## config.mk

```make
export PLATFORM = sky130hd
export DESIGN_NAME = alu_mul_seq
export DESIGN_NICKNAME = d
export VERILOG_FILES = /design/src/rtl/alu_mul_seq.sv
export SDC_FILE = /design/constraint.sdc
export NUM_CORES = 1
export LEC_CHECK = 0
export CELL_PAD_IN_SITES_DETAIL_PLACEMENT = 0
export CELL_PAD_IN_SITES_GLOBAL_PLACEMENT = 1
export CORE_MARGIN = 8
export CORE_UTILIZATION = 37
export DETAILED_ROUTE_END_ITERATION = 16
export PLACE_DENSITY = 0.89
export SKIP_CTS_REPAIR_TIMING = 1
export SLEW_MARGIN = 20
export SYNTH_ARGS = -nofsm -noshare
export SYNTH_HDL_FRONTEND = slang
export SYNTH_SLANG_ARGS = --single-unit
export TNS_END_PERCENT = 10
```

## constraint.sdc

```tcl
create_clock -name clk -period 3.3 [get_ports clk]
set_input_delay 0.33 -clock clk [delete_from_list [all_inputs] [get_ports clk]]
set_output_delay 0.33 -clock clk [all_outputs]
set_load 0.005 [all_outputs]
```

## src/rtl/alu_mul_seq.sv

```systemverilog
// Multi-cycle 16-bit shift-and-add multiplier that borrows the shared ALU
// for every add and shift, giving a fixed 33-cycle start-to-done latency.
module alu_mul_seq #(
  parameter logic [2:0] OP_ADD  = 3'd0,
  parameter logic [2:0] OP_LSHF = 3'd4
) (
  input  logic        clk,
  input  logic        reset,
  input  logic        start,
  input  logic [15:0] a,
  input  logic [15:0] b,
  output logic        busy,
  output logic        done,
  output logic [15:0] product,
  output logic        n,
  output logic        z,
  output logic        p,
  output logic [15:0] alu_in1,
  output logic [15:0] alu_in2,
  output logic [2:0]  alu_op,
  output logic [3:0]  alu_shift,
  input  logic [15:0] alu_out
);

  typedef enum logic [1:0] {
    IDLE  = 2'd0,
    ADD   = 2'd1,
    SHIFT = 2'd2,
    DONE  = 2'd3
  } state_e;

  state_e      state_q, state_d;
  logic [15:0] mcand_q, mcand_d;
  logic [15:0] mplier_q, mplier_d;
  logic [15:0] acc_q, acc_d;
  logic [4:0]  cnt_q, cnt_d;
  logic [15:0] product_q, product_d;

  always_ff @(posedge clk) begin
    if (reset) begin
      state_q <= IDLE;
    end else begin
      state_q <= state_d;
    end
  end

  always_comb begin
    state_d = state_q;
    case (state_q)
      IDLE:    if (start) state_d = ADD;
      ADD:     state_d = SHIFT;
      SHIFT:   state_d = (cnt_q == 5'd15) ? DONE : ADD;
      DONE:    state_d = IDLE;
      default: state_d = IDLE;
    endcase
  end

  // The ADD slot is consumed even when the multiplier bit is zero.
  always_comb begin
    mcand_d   = mcand_q;
    mplier_d  = mplier_q;
    acc_d     = acc_q;
    cnt_d     = cnt_q;
    product_d = product_q;
    case (state_q)
      IDLE: begin
        if (start) begin
          mcand_d  = a;
          mplier_d = b;
          acc_d    = 16'd0;
          cnt_d    = 5'd0;
        end
      end
      ADD: begin
        if (mplier_q[0]) acc_d = alu_out;
      end
      SHIFT: begin
        mcand_d  = alu_out;
        mplier_d = mplier_q >> 1;
        cnt_d    = cnt_q + 5'd1;
        if (cnt_q == 5'd15) product_d = acc_q;
      end
      default: ;
    endcase
  end

  always_ff @(posedge clk) begin
    if (reset) begin
      mcand_q   <= 16'd0;
      mplier_q  <= 16'd0;
      acc_q     <= 16'd0;
      cnt_q     <= 5'd0;
      product_q <= 16'd0;
    end else begin
      mcand_q   <= mcand_d;
      mplier_q  <= mplier_d;
      acc_q     <= acc_d;
      cnt_q     <= cnt_d;
      product_q <= product_d;
    end
  end

  always_comb begin
    busy      = 1'b0;
    done      = 1'b0;
    alu_in1   = 16'd0;
    alu_in2   = 16'd0;
    alu_op    = OP_ADD;
    alu_shift = 4'd0;
    case (state_q)
      ADD: begin
        busy    = 1'b1;
        alu_in1 = acc_q;
        alu_in2 = mcand_q;
      end
      SHIFT: begin
        busy      = 1'b1;
        alu_in1   = mcand_q;
        alu_op    = OP_LSHF;
        alu_shift = 4'd1;
      end
      DONE:    done = 1'b1;
      default: ;
    endcase
  end

  // Flags come from the registered product so exactly one is always set.
  assign product = product_q;
  assign n       = product_q[15];
  assign z       = (product_q == 16'd0);
  assign p       = !product_q[15] && (product_q != 16'd0);

endmodule

```

==> results.txt, run 1 <==
Crit path max fanout: 47
Internal: 0.00165 W
Final net count: 511
CTS Sinks: 71
First-pass GRT wire length: 15,200 µm
Syn avg cell area: 9.54 µm²
Clk slew on worst S/H paths: 80 ps
Worst hold-check path type: reg2reg
WP data required: 2970 ps
Fin crit share: 84.6%
Placed instance area: 4530 µm²
GRT Overall Usage: 14.8%
Worst setup EP type: output pin
MaxCap Viol Count: 0
Crit path cell chain: inv_1, ha_2, buf_12, a22oi_1, nor2b_1, clkdlybuf4s50_1
Die Wd: 113 µm
Yosys reg bits: 71
End of the worst hold path: mplier_q[15]
Tmin final: 2790 ps
Vert. Die Dim: 113 µm
Largest net degree at the start of global routing: 65
Setup TNS: 0 ps
Combinational power share: 24.3%
Storage cell area: 1420 µm²
Leak pwr: 1.61 nW
Synth Cell Area: 3510 µm²
CP Class: reg2out
Final Cell Area: 4750 µm²
Setup-failing EPs final: 0
Port buffer count: 105
Library cells used by synthesis: 33
Post-synthesis sequential area ratio: 40.5%
Placer Congestion: 0.766
DP HPWL: 6620 µm
Area grow syn2layout: 35.4%
Remaining antenna violation count: 0
Vias per cell: 4.98
Flop-to-flop setup slack: 820 ps
WL/cell: 16.1 µm
DRT Pass-1 Iters: 4
Vias in the first global route: 2,995
Initial antenna violation count: 0
CTS tree: built
Hold slack: 466 ps
Total die area: 12,900 µm²
Initial Utilization: 38.0%
Hold_sp: mplier_q[15]
Run status: complete, no violations
FF-to-FF End: mplier_q[8]
Clock Path Buffers: 2
H-tree levels: 3
Max Slew Vio Count: 0
Antenna diode count: 0
Crit-path max cell delay: 530 ps
Slew of the pin with the lowest slew margin: 803 ps
CP arrival: 2460 ps
Initial DRC Count: 182
Worst setup path start: state_q[0]
Synth Instances: 368
Remaining Overflow, GRT: 0
Worst reg2reg path startpoint: state_q[0]
Switching share of power: 29.2%
Clock skew: 11.7 ps
Worst r2r path cells: 6
Worst hold path depth: 2
Root Buffer: clkbuf_8
Fmax: 358 MHz
Tot Pwr: 0.00233 W
Fill cell count: 871
Total CTS buffers: 9
Area of the multi-input gates: 1850 µm²
Clk pwr share: 33.6%
Detailed Route WL: 9450 µm
Unrepaired setup endpoints after global routing: no
Switching Power: 0.000681 W
Io pins: 111
Sequential share of power: 42.1%
Routed vias: 2,923
Peak supply drop: 0.000274 V
Slew margin rel.: 46.5%
Layout cells sized above 1: 10.9%
Final setup margin: 509 ps
Clk Latency, worst-skew pair: 350 ps
CP max-delay cell: clkdlybuf4s50_1
Final number of hold-violating endpoints: 0
Core area: 9240 µm²
DRC violations left: 0
PwrDens: 491 nW/µm²
Startpoint types: flip-flop
Setup slack at placement: 841 ps
# rows: 35
Yosys warnings: 0
-- layout make-up --
type,instances,share of cell area [%]
clock buffers,11,2.98
clock inverters,5,1.71
inverters,5,0.395
multi-input cells,258,38.8
flip-flops and latches,71,29.9
well taps,129,3.40
repair buffers,108,22.8
-- cell families after synthesis --
| group | after synthesis | share of synthesized area [%] |
|---|---|---|
| buf+inv | 43 | 7.42 |
| mux | 34 | 9.98 |
| simple gates | 122 | 16.9 |
| other cells | 1 | 0.107 |
| fa+ha+maj | 7 | 2.50 |
| flops | 71 | 40.5 |
| compound gates | 90 | 22.6 |
-- how the worst max path moves through the flow --
stage | slack [ps] | depth (start not counted) | to
global route | 320 | 6 | alu_in1[15]
global placement | 960 | 6 | mplier_q[14]
detailed placement | 840 | 6 | mplier_q[8]
floorplan | 1660 | 6 | alu_in1[4]
finish | 510 | 6 | alu_in1[15]
CTS | 480 | 6 | alu_in1[15]
-- cells in the final DEF, fill, tap and decap left out --
cell / count
a211oi_1: 5
a211oi_2: 27
a21o_1: 1
a21oi_1: 20
a21oi_4: 1
a22o_1: 16
a22oi_1: 16
a31oi_1: 1
a32oi_1: 2
and2_1: 17
and3_1: 2
and4_1: 1
and4b_1: 1
buf_12: 1
buf_2: 1
buf_4: 2
bufinv_16: 2
clkbuf_1: 1
clkbuf_8: 10
clkdlybuf4s50_1: 104
clkinv_2: 1
clkinv_4: 1
clkinvlp_4: 1
conb_1: 5
dfxtp_1: 71
ha_1: 6
ha_2: 1
inv_1: 5
mux2_4: 2
mux2i_1: 32
nand2_1: 36
nand2b_1: 2
nand3_1: 1
nand3b_1: 3
nand4b_1: 1
nor2_1: 36
nor2b_1: 18
nor4_1: 4
o32ai_1: 1
-- synthesized netlist by cell type --
| cell type | number | share of area, % |
|---|---|---|
| buf_4 | 13 | 2.8 |
| dfxtp_1 | 71 | 40 |
| and4b_1 | 1 | 0.29 |
| a22oi_1 | 16 | 3.4 |
| o32ai_1 | 1 | 0.25 |
| a32oi_1 | 2 | 0.50 |
| buf_1 | 3 | 0.32 |
| nor2b_1 | 18 | 3.2 |
| conb_1 | 1 | 0.11 |
| a21oi_4 | 1 | 0.46 |
| ha_1 | 7 | 2.5 |
| nand3b_1 | 3 | 0.64 |
| a31oi_1 | 1 | 0.18 |
| buf_2 | 10 | 1.4 |
| clkbuf_1 | 7 | 0.75 |
| a211oi_2 | 27 | 9.6 |
| a21oi_1 | 20 | 2.9 |
| a21o_1 | 1 | 0.21 |
| and3_1 | 2 | 0.36 |
| a211oi_1 | 5 | 1.1 |
| and2_1 | 17 | 3.0 |
| nand2b_1 | 2 | 0.36 |
| a22o_1 | 16 | 4.0 |
| and4_1 | 1 | 0.25 |
| nand2_1 | 36 | 3.9 |
| mux2i_1 | 32 | 9.1 |
| nor2_1 | 36 | 3.9 |
| nand4b_1 | 1 | 0.25 |
| mux2_4 | 2 | 0.86 |
| buf_6 | 5 | 1.6 |
| nand3_1 | 1 | 0.14 |
| inv_1 | 5 | 0.53 |
| nor4_1 | 4 | 0.71 |
-- per-layer routing --
| layer | vias up | wire [µm] | share of wire, % | track usage [%] |
|---|---|---|---|---|
| met1 | 1364 | 4260 | 45 | 18.0 |
| met4 | 0 | 127 | 1.3 | 5.15 |
| met5 | - | 0 | 0 | 0 |
| li1 | 1457 | - | - | - |
| met2 | 92 | 4330 | 46 | 24.0 |
| met3 | 10 | 719 | 7.6 | 5.12 |
-- critical path: cells and delay by family, from the launching register on --
family / cells / cell delay, ps
adders and majority gates: 1 / 470
DFF: 1 / 350
buffers and inverters: 3 / 970
and+or+nand+nor: 1 / 160
AOI/OAI and AO/OA: 1 / 140
-- stage by stage --
| step | utilization [%] | std cells |
|---|---|---|
| floorplan | - | 372 |
| global placement | 49.0 | 571 |
| detailed placement | 49.0 | 571 |
| CTS | 51.4 | 587 |
| global route | 51.4 | 587 |
| finish | 51.4 | 587 |
-- flip-flops by register name (all words and copies together) (netlist names) --
register / count
acc_q: 16
cnt_q: 5
mcand_q: 16
mplier_q: 16
product: 16
state_q: 2
-- power by group through the flow --
stage	Clock (W)	Combinational [W]	Sequential, W
floorplan	0	0.000417	0.000987
global placement	0	0.000556	0.000996
detailed placement	0	0.000569	0.00100
CTS	0.000798	0.000572	0.000981
global route	0.000840	0.000615	0.000991
finish	0.000783	0.000566	0.000982
Power figures use the tool's default switching activity.
==> inputs of run 2 (changes only) <==
--- a/config.mk
+++ b/config.mk
@@ -8,9 +8,9 @@
 export CELL_PAD_IN_SITES_DETAIL_PLACEMENT = 0
 export CELL_PAD_IN_SITES_GLOBAL_PLACEMENT = 1
 export CORE_MARGIN = 8
-export CORE_UTILIZATION = 37
+export CORE_UTILIZATION = 35
 export DETAILED_ROUTE_END_ITERATION = 16
-export PLACE_DENSITY = 0.89
+export PLACE_DENSITY = 0.85
 export SKIP_CTS_REPAIR_TIMING = 1
 export SLEW_MARGIN = 20
 export SYNTH_ARGS = -nofsm -noshare
==> constraint.sdc (replaced) <==
create_clock -name clk -period 2.8 [get_ports clk]
set_input_delay 0.28 -clock clk [delete_from_list [all_inputs] [get_ports clk]]
set_output_delay 0.28 -clock clk [all_outputs]
set_load 0.005 [all_outputs]
==> results.txt, run 2 (synthesis results as in run 1) <==
Tot Pwr: 0.00262 W (was 0.00233 W)
Placed instance area: 4560 µm² (was 4530 µm²)
Largest net degree at the start of global routing: 65 (unchanged)
Vert. Die Dim: 116 µm (was 113 µm)
Area grow syn2layout: 35.3% (was 35.4%)
Setup TNS: 0 ps (unchanged)
DRC violations left: 0 (unchanged)
MaxCap Viol Count: 0 (unchanged)
Slew of the pin with the lowest slew margin: 769 ps (was 803 ps)
Startpoint types: flip-flop (unchanged)
Worst reg2reg path startpoint: state_q[0] (unchanged)
CTS tree: built (unchanged)
Layout cells sized above 1: 12.1% (was 10.9%)
Remaining antenna violation count: 0 (unchanged)
FF-to-FF End: mcand_q[2] (was mplier_q[8])
Initial DRC Count: 108 (was 182)
Worst hold-check path type: reg2reg (unchanged)
Total CTS buffers: 9 (unchanged)
CTS Sinks: 71 (unchanged)
Worst r2r path cells: 5 (was 6)
Tmin final: 2620 ps
First-pass GRT wire length: 14,900 µm (was 15,200 µm)
Fin cells: 596 (was 587)
Final setup margin: 176 ps (was 509 ps)
Clk Latency, worst-skew pair: 350 ps (about the same)
Clock Path Buffers: 2 (unchanged)
Root Buffer: clkbuf_8 (unchanged)
Detailed Route WL: 9640 µm (was 9450 µm)
Slew margin rel.: 48.7% (was 46.5%)
Vias in the first global route: 3,029 (was 2,995)
CP Class: reg2out (unchanged)
Fin crit share: 93.7%
Setup slack at placement: 449 ps (was 841 ps)
DRT Pass-1 Iters: 5 (was 4)
Vias per cell: 4.92 (was 4.98)
Placer Congestion: 0.760 (was 0.766)
WP data required: 2520 ps (was 2970 ps)
Routed vias: 2,933 (was 2,923)
Most frequent cells in the layout: 104 x clkdlybuf4s50_1, 71 x dfxtp_1, 36 x nor2_1, 36 x nand2_1, 32 x mux2i_1 (unchanged)
Core area: 9770 µm² (was 9240 µm²)
Run status: complete, no violations (unchanged)
Clk slew on worst S/H paths: 80 ps (about the same)
Die Wd: 116 µm (was 113 µm)
H-tree levels: 3 (unchanged)
Remaining Overflow, GRT: 0 (unchanged)
Worst setup path start: state_q[0] (unchanged)
# rows: 36 (was 35)
Max Slew Vio Count: 0 (unchanged)
Final number of hold-violating endpoints: 0 (unchanged)
Setup-failing EPs final: 0 (unchanged)
Io pins: 111 (unchanged)
Inst Count DP: 580 (was 571)
DP HPWL: 7100 µm (was 6620 µm)
Clock skew: 10.8 ps (was 11.7 ps)
Peak supply drop: 0.000363 V (was 0.000274 V)
PwrDens: 552 nW/µm² (was 491 nW/µm²)
Worst setup EP type: output pin (unchanged)
Initial antenna violation count: 0 (unchanged)
Final Cell Area: 4750 µm² (about the same)
Final net count: 516 (was 511)
Critical Path End: alu_in1[2] (was alu_in1[15])
Flop-to-flop setup slack: 450 ps (was 820 ps)
GRT Overall Usage: 14.0% (was 14.8%)
CP arrival: 2340 ps (was 2460 ps)
Fill cell count: 961 (was 871)
Initial Utilization: 35.9% (was 38.0%)
WL/cell: 16.2 µm (was 16.1 µm)
Port buffer count: 105 (unchanged)
Storage cell area: 1420 µm² (unchanged)
Area of the multi-input gates: 1850 µm² (unchanged)
Leak pwr: 1.62 nW (was 1.61 nW)
Commonest non-fill, non-tap cell in the layout: clkdlybuf4s50_1 (unchanged)
Fmax: 381 MHz
Antenna diode count: 0 (unchanged)
Crit path max fanout: 29 (was 47)
Unrepaired setup endpoints after global routing: no (unchanged)
Total die area: 13,500 µm² (was 12,900 µm²)
run 2: power breakdown:
part / internal [W] / total [W] / switching (W)
clock network: 0.000378 / 0.000792 / 0.000414
logic: 0.000324 / 0.000670 / 0.000346
registers: 0.00110 / 0.00116 / 0.0000608
total: 0.00180 / 0.00262 / 0.000821
run 2: worst min path at each step:
stage                 start            to  cells past startpoint
3_3_place_gp   mplier_q[15]  mplier_q[15]                      2
5_1_grt        mplier_q[15]  mplier_q[15]                      2
4_1_cts        mplier_q[15]  mplier_q[15]                      2
6_report       mplier_q[15]  mplier_q[15]                      2
3_5_place_dp   mplier_q[15]  mplier_q[15]                      2
2_1_floorplan    alu_out[0]      acc_q[0]                      1
run 2: routing by layer:
layer	share of wire (%)	track usage (%)
met1	44	17.1
met2	47	23.1
met3	7.8	4.29
met4	1.0	4.24
met5	0	0
run 2: layout make-up:
class                   count  share of cell area [%]
inverters                   5                   0.395
well taps                 133                    3.50
flip-flops and latches     71                    29.9
clock inverters             5                   0.817
multi-input cells         258                    38.9
repair buffers            113                    23.3
clock buffers              11                    3.19
run 2: worst max-delay path: stages (launching register included):
cell             delay (ps)
dfxtp_1                 360
inv_1                   120
ha_2                    610
a22oi_1                 190
nor2b_1                 180
clkdlybuf4s50_1         530
run 2: per-stage QoR:
stage               hold WS, ps  utilization, %
floorplan                   413               -
global placement            445            46.6
detailed placement          452            46.6
CTS                         462            48.6
global route                487            48.6
finish                      457            48.6
==> inputs of run 3 (changes only) <==
--- a/config.mk
+++ b/config.mk
@@ -8,9 +8,9 @@
 export CELL_PAD_IN_SITES_DETAIL_PLACEMENT = 0
 export CELL_PAD_IN_SITES_GLOBAL_PLACEMENT = 1
 export CORE_MARGIN = 8
-export CORE_UTILIZATION = 35
+export CORE_UTILIZATION = 31
 export DETAILED_ROUTE_END_ITERATION = 16
-export PLACE_DENSITY = 0.85
+export PLACE_DENSITY = 0.77
 export SKIP_CTS_REPAIR_TIMING = 1
 export SLEW_MARGIN = 20
 export SYNTH_ARGS = -nofsm -noshare
==> results.txt, run 3 (synthesis results as in run 1) <==
Run status: complete, no violations (unchanged)
Largest net degree at the start of global routing: 58 (was 65)
Peak supply drop: 0.000376 V (was 0.000363 V)
DRC violations left: 0 (unchanged)
WL/cell: 16.2 µm (about the same)
Clk slew on worst S/H paths: 50 ps (was 80 ps)
Setup TNS: 0 ps (unchanged)
Die Wd: 122 µm (was 116 µm)
Area grow syn2layout: 40.9% (was 35.3%)
CP Class: reg2out (unchanged)
Met3 Track Usage GR: 4.19% (was 4.29%)
Layout cells sized above 1: 11.7% (was 12.1%)
WP data required: 2520 ps (about the same)
Final number of hold-violating endpoints: 0 (unchanged)
Crit path max fanout: 14 (was 29)
First-pass GRT wire length: 15,200 µm (was 14,900 µm)
Vert. Die Dim: 122 µm (was 116 µm)
Worst r2r path cells: 5 (unchanged)
Flop-to-flop setup slack: 570 ps (was 450 ps)
Max Slew Vio Count: 0 (unchanged)
DP HPWL: 7020 µm (was 7100 µm)
PwrDens: 640 nW/µm² (was 552 nW/µm²)
Detailed Route WL: 9770 µm (was 9640 µm)
Vias per cell: 4.89 (was 4.92)
Worst hold-check path type: reg2reg (unchanged)
H-tree levels: 3 (unchanged)
Post-layout util: 44.0% (was 48.6%)
Worst reg2reg path startpoint: state_q[0] (unchanged)
Routed vias: 2,956 (was 2,933)
Placed instance area: 4600 µm² (was 4560 µm²)
Hold_sp: mplier_q[15] (unchanged)
CTS Sinks: 71 (unchanged)
Top Usage Layer GRT: met2 (unchanged)
Total die area: 15,000 µm² (was 13,500 µm²)
Remaining Overflow, GRT: 0 (unchanged)
Fin crit share: 92.3% (was 93.7%)
End of the worst hold path: mplier_q[15] (unchanged)
Leak pwr: 1.69 nW (was 1.62 nW)
Fill cell count: 1,118 (was 961)
Clock Path Buffers: 2 (unchanged)
Most frequent cells in the layout: 104 x clkdlybuf4s50_1, 71 x dfxtp_1, 36 x nor2_1, 36 x nand2_1, 32 x mux2i_1 (unchanged)
DRT Pass-1 Iters: 4 (was 5)
Vias in the first global route: 2,964 (was 3,029)
GRT Overall Usage: 12.8% (was 14.0%)
Root Buffer: clkbuf_16 (was clkbuf_8)
Unrepaired setup endpoints after global routing: no (unchanged)
Remaining antenna violation count: 0 (unchanged)
Slew margin rel.: 46.6% (was 48.7%)
Port buffer count: 105 (unchanged)
CP arrival: 2310 ps (was 2340 ps)
Core area: 11,200 µm² (was 9770 µm²)
Worst hold path depth: 2 (unchanged)
Worst setup EP type: output pin (unchanged)
Storage cell area: 1420 µm² (unchanged)
Initial DRC Count: 132 (was 108)
Initial Utilization: 31.3% (was 35.9%)
Setup-failing EPs final: 0 (unchanged)
Tmin final: 2590 ps (was 2620 ps)
Placer Congestion: 0.723 (was 0.760)
Final Cell Area: 4940 µm² (was 4750 µm²)
Slew of the pin with the lowest slew margin: 801 ps (was 769 ps)
Commonest non-fill, non-tap cell in the layout: clkdlybuf4s50_1 (unchanged)
Final net count: 515 (was 516)
FF-to-FF End: acc_q[13] (was mcand_q[2])
Clock skew: 8.15 ps (was 10.8 ps)
Antenna diode count: 0 (unchanged)
Initial antenna violation count: 0 (unchanged)
Met2 usage: 21.5% (was 23.1%)
MaxCap Viol Count: 0 (unchanged)
Fmax: 387 MHz (was 381 MHz)
CTS tree: built (unchanged)
# rows: 39 (was 36)
Total CTS buffers: 9 (unchanged)
GR Layer Usage met1: 15.8% (was 17.1%)
Area of the multi-input gates: 1860 µm² (was 1850 µm²)
Startpoint types: flip-flop (unchanged)
Io pins: 111 (unchanged)
Clk Latency, worst-skew pair: 320 ps (was 350 ps)
## run 3: cell count changes in the layout (fill, tap and decap cells not counted)
| cell | before | now |
|---|---|---|
| buf_12 | 0 | 2 |
| buf_4 | 8 | 5 |
| bufinv_16 | 0 | 3 |
| clkbuf_16 | 0 | 9 |
| clkbuf_8 | 11 | 1 |
| clkinv_2 | 1 | 0 |
| clkinv_4 | 0 | 1 |
| ha_2 | 1 | 0 |
| ha_4 | 0 | 1 |
| inv_6 | 3 | 0 |
## run 3: per-layer routing
layer  wire [µm]  part of all wire (%)
met1        4400                    45
met2        4590                    47
met3         709                   7.3
met4          69                  0.71
met5           0                     0
## run 3: cell type report
| class | instances | share of cell area, % |
|---|---|---|
| sequential | 71 | 28.8 |
| tap | 143 | 3.62 |
| clock buffer | 10 | 4.83 |
| multi-input combinational | 258 | 37.5 |
| clock inverter | 5 | 2.15 |
| timing repair buffer | 112 | 22.7 |
| inverter | 5 | 0.380 |
## run 3: power breakdown
part	switching, W	total, W	internal (W)
Clock	0.000420	0.00131	0.000891
Sequential	0.0000589	0.00116	0.00110
Combinational	0.000358	0.000694	0.000336
Total	0.000837	0.00316	0.00233
## run 3: critical path, stage by stage, from the launching register on
cell and delay (ps):
dfxtp_1 340, inv_1 160, ha_1 430, buf_4 270
a22oi_1 90, nor2b_1 170, clkdlybuf4s50_1 530
## run 3: worst max path at each step
stage                     from          end  slack (ps)  cells after the start
CTS                 state_q[0]  alu_in1[15]         210                      4
detailed placement  state_q[1]  alu_in1[15]         570                      6
finish              state_q[1]  alu_in1[15]         210                      6
global placement    state_q[0]  alu_in1[14]         600                      4
floorplan           state_q[0]   alu_in1[4]        1210                      6
global route        state_q[1]  alu_in1[15]         100                      6
## run 3: stage by stage
step | worst slack (ps) | total power, W | hold WS, ps | std cells
detailed placement | 565 | 0.00188 | 450 | 589
global route | 96.6 | 0.00332 | 491 | 604
finish | 214 | 0.00316 | 456 | 604
global placement | 605 | 0.00186 | 450 | 589
CTS | 207 | 0.00321 | 458 | 604
floorplan | 1210 | 0.00165 | 413 | 372
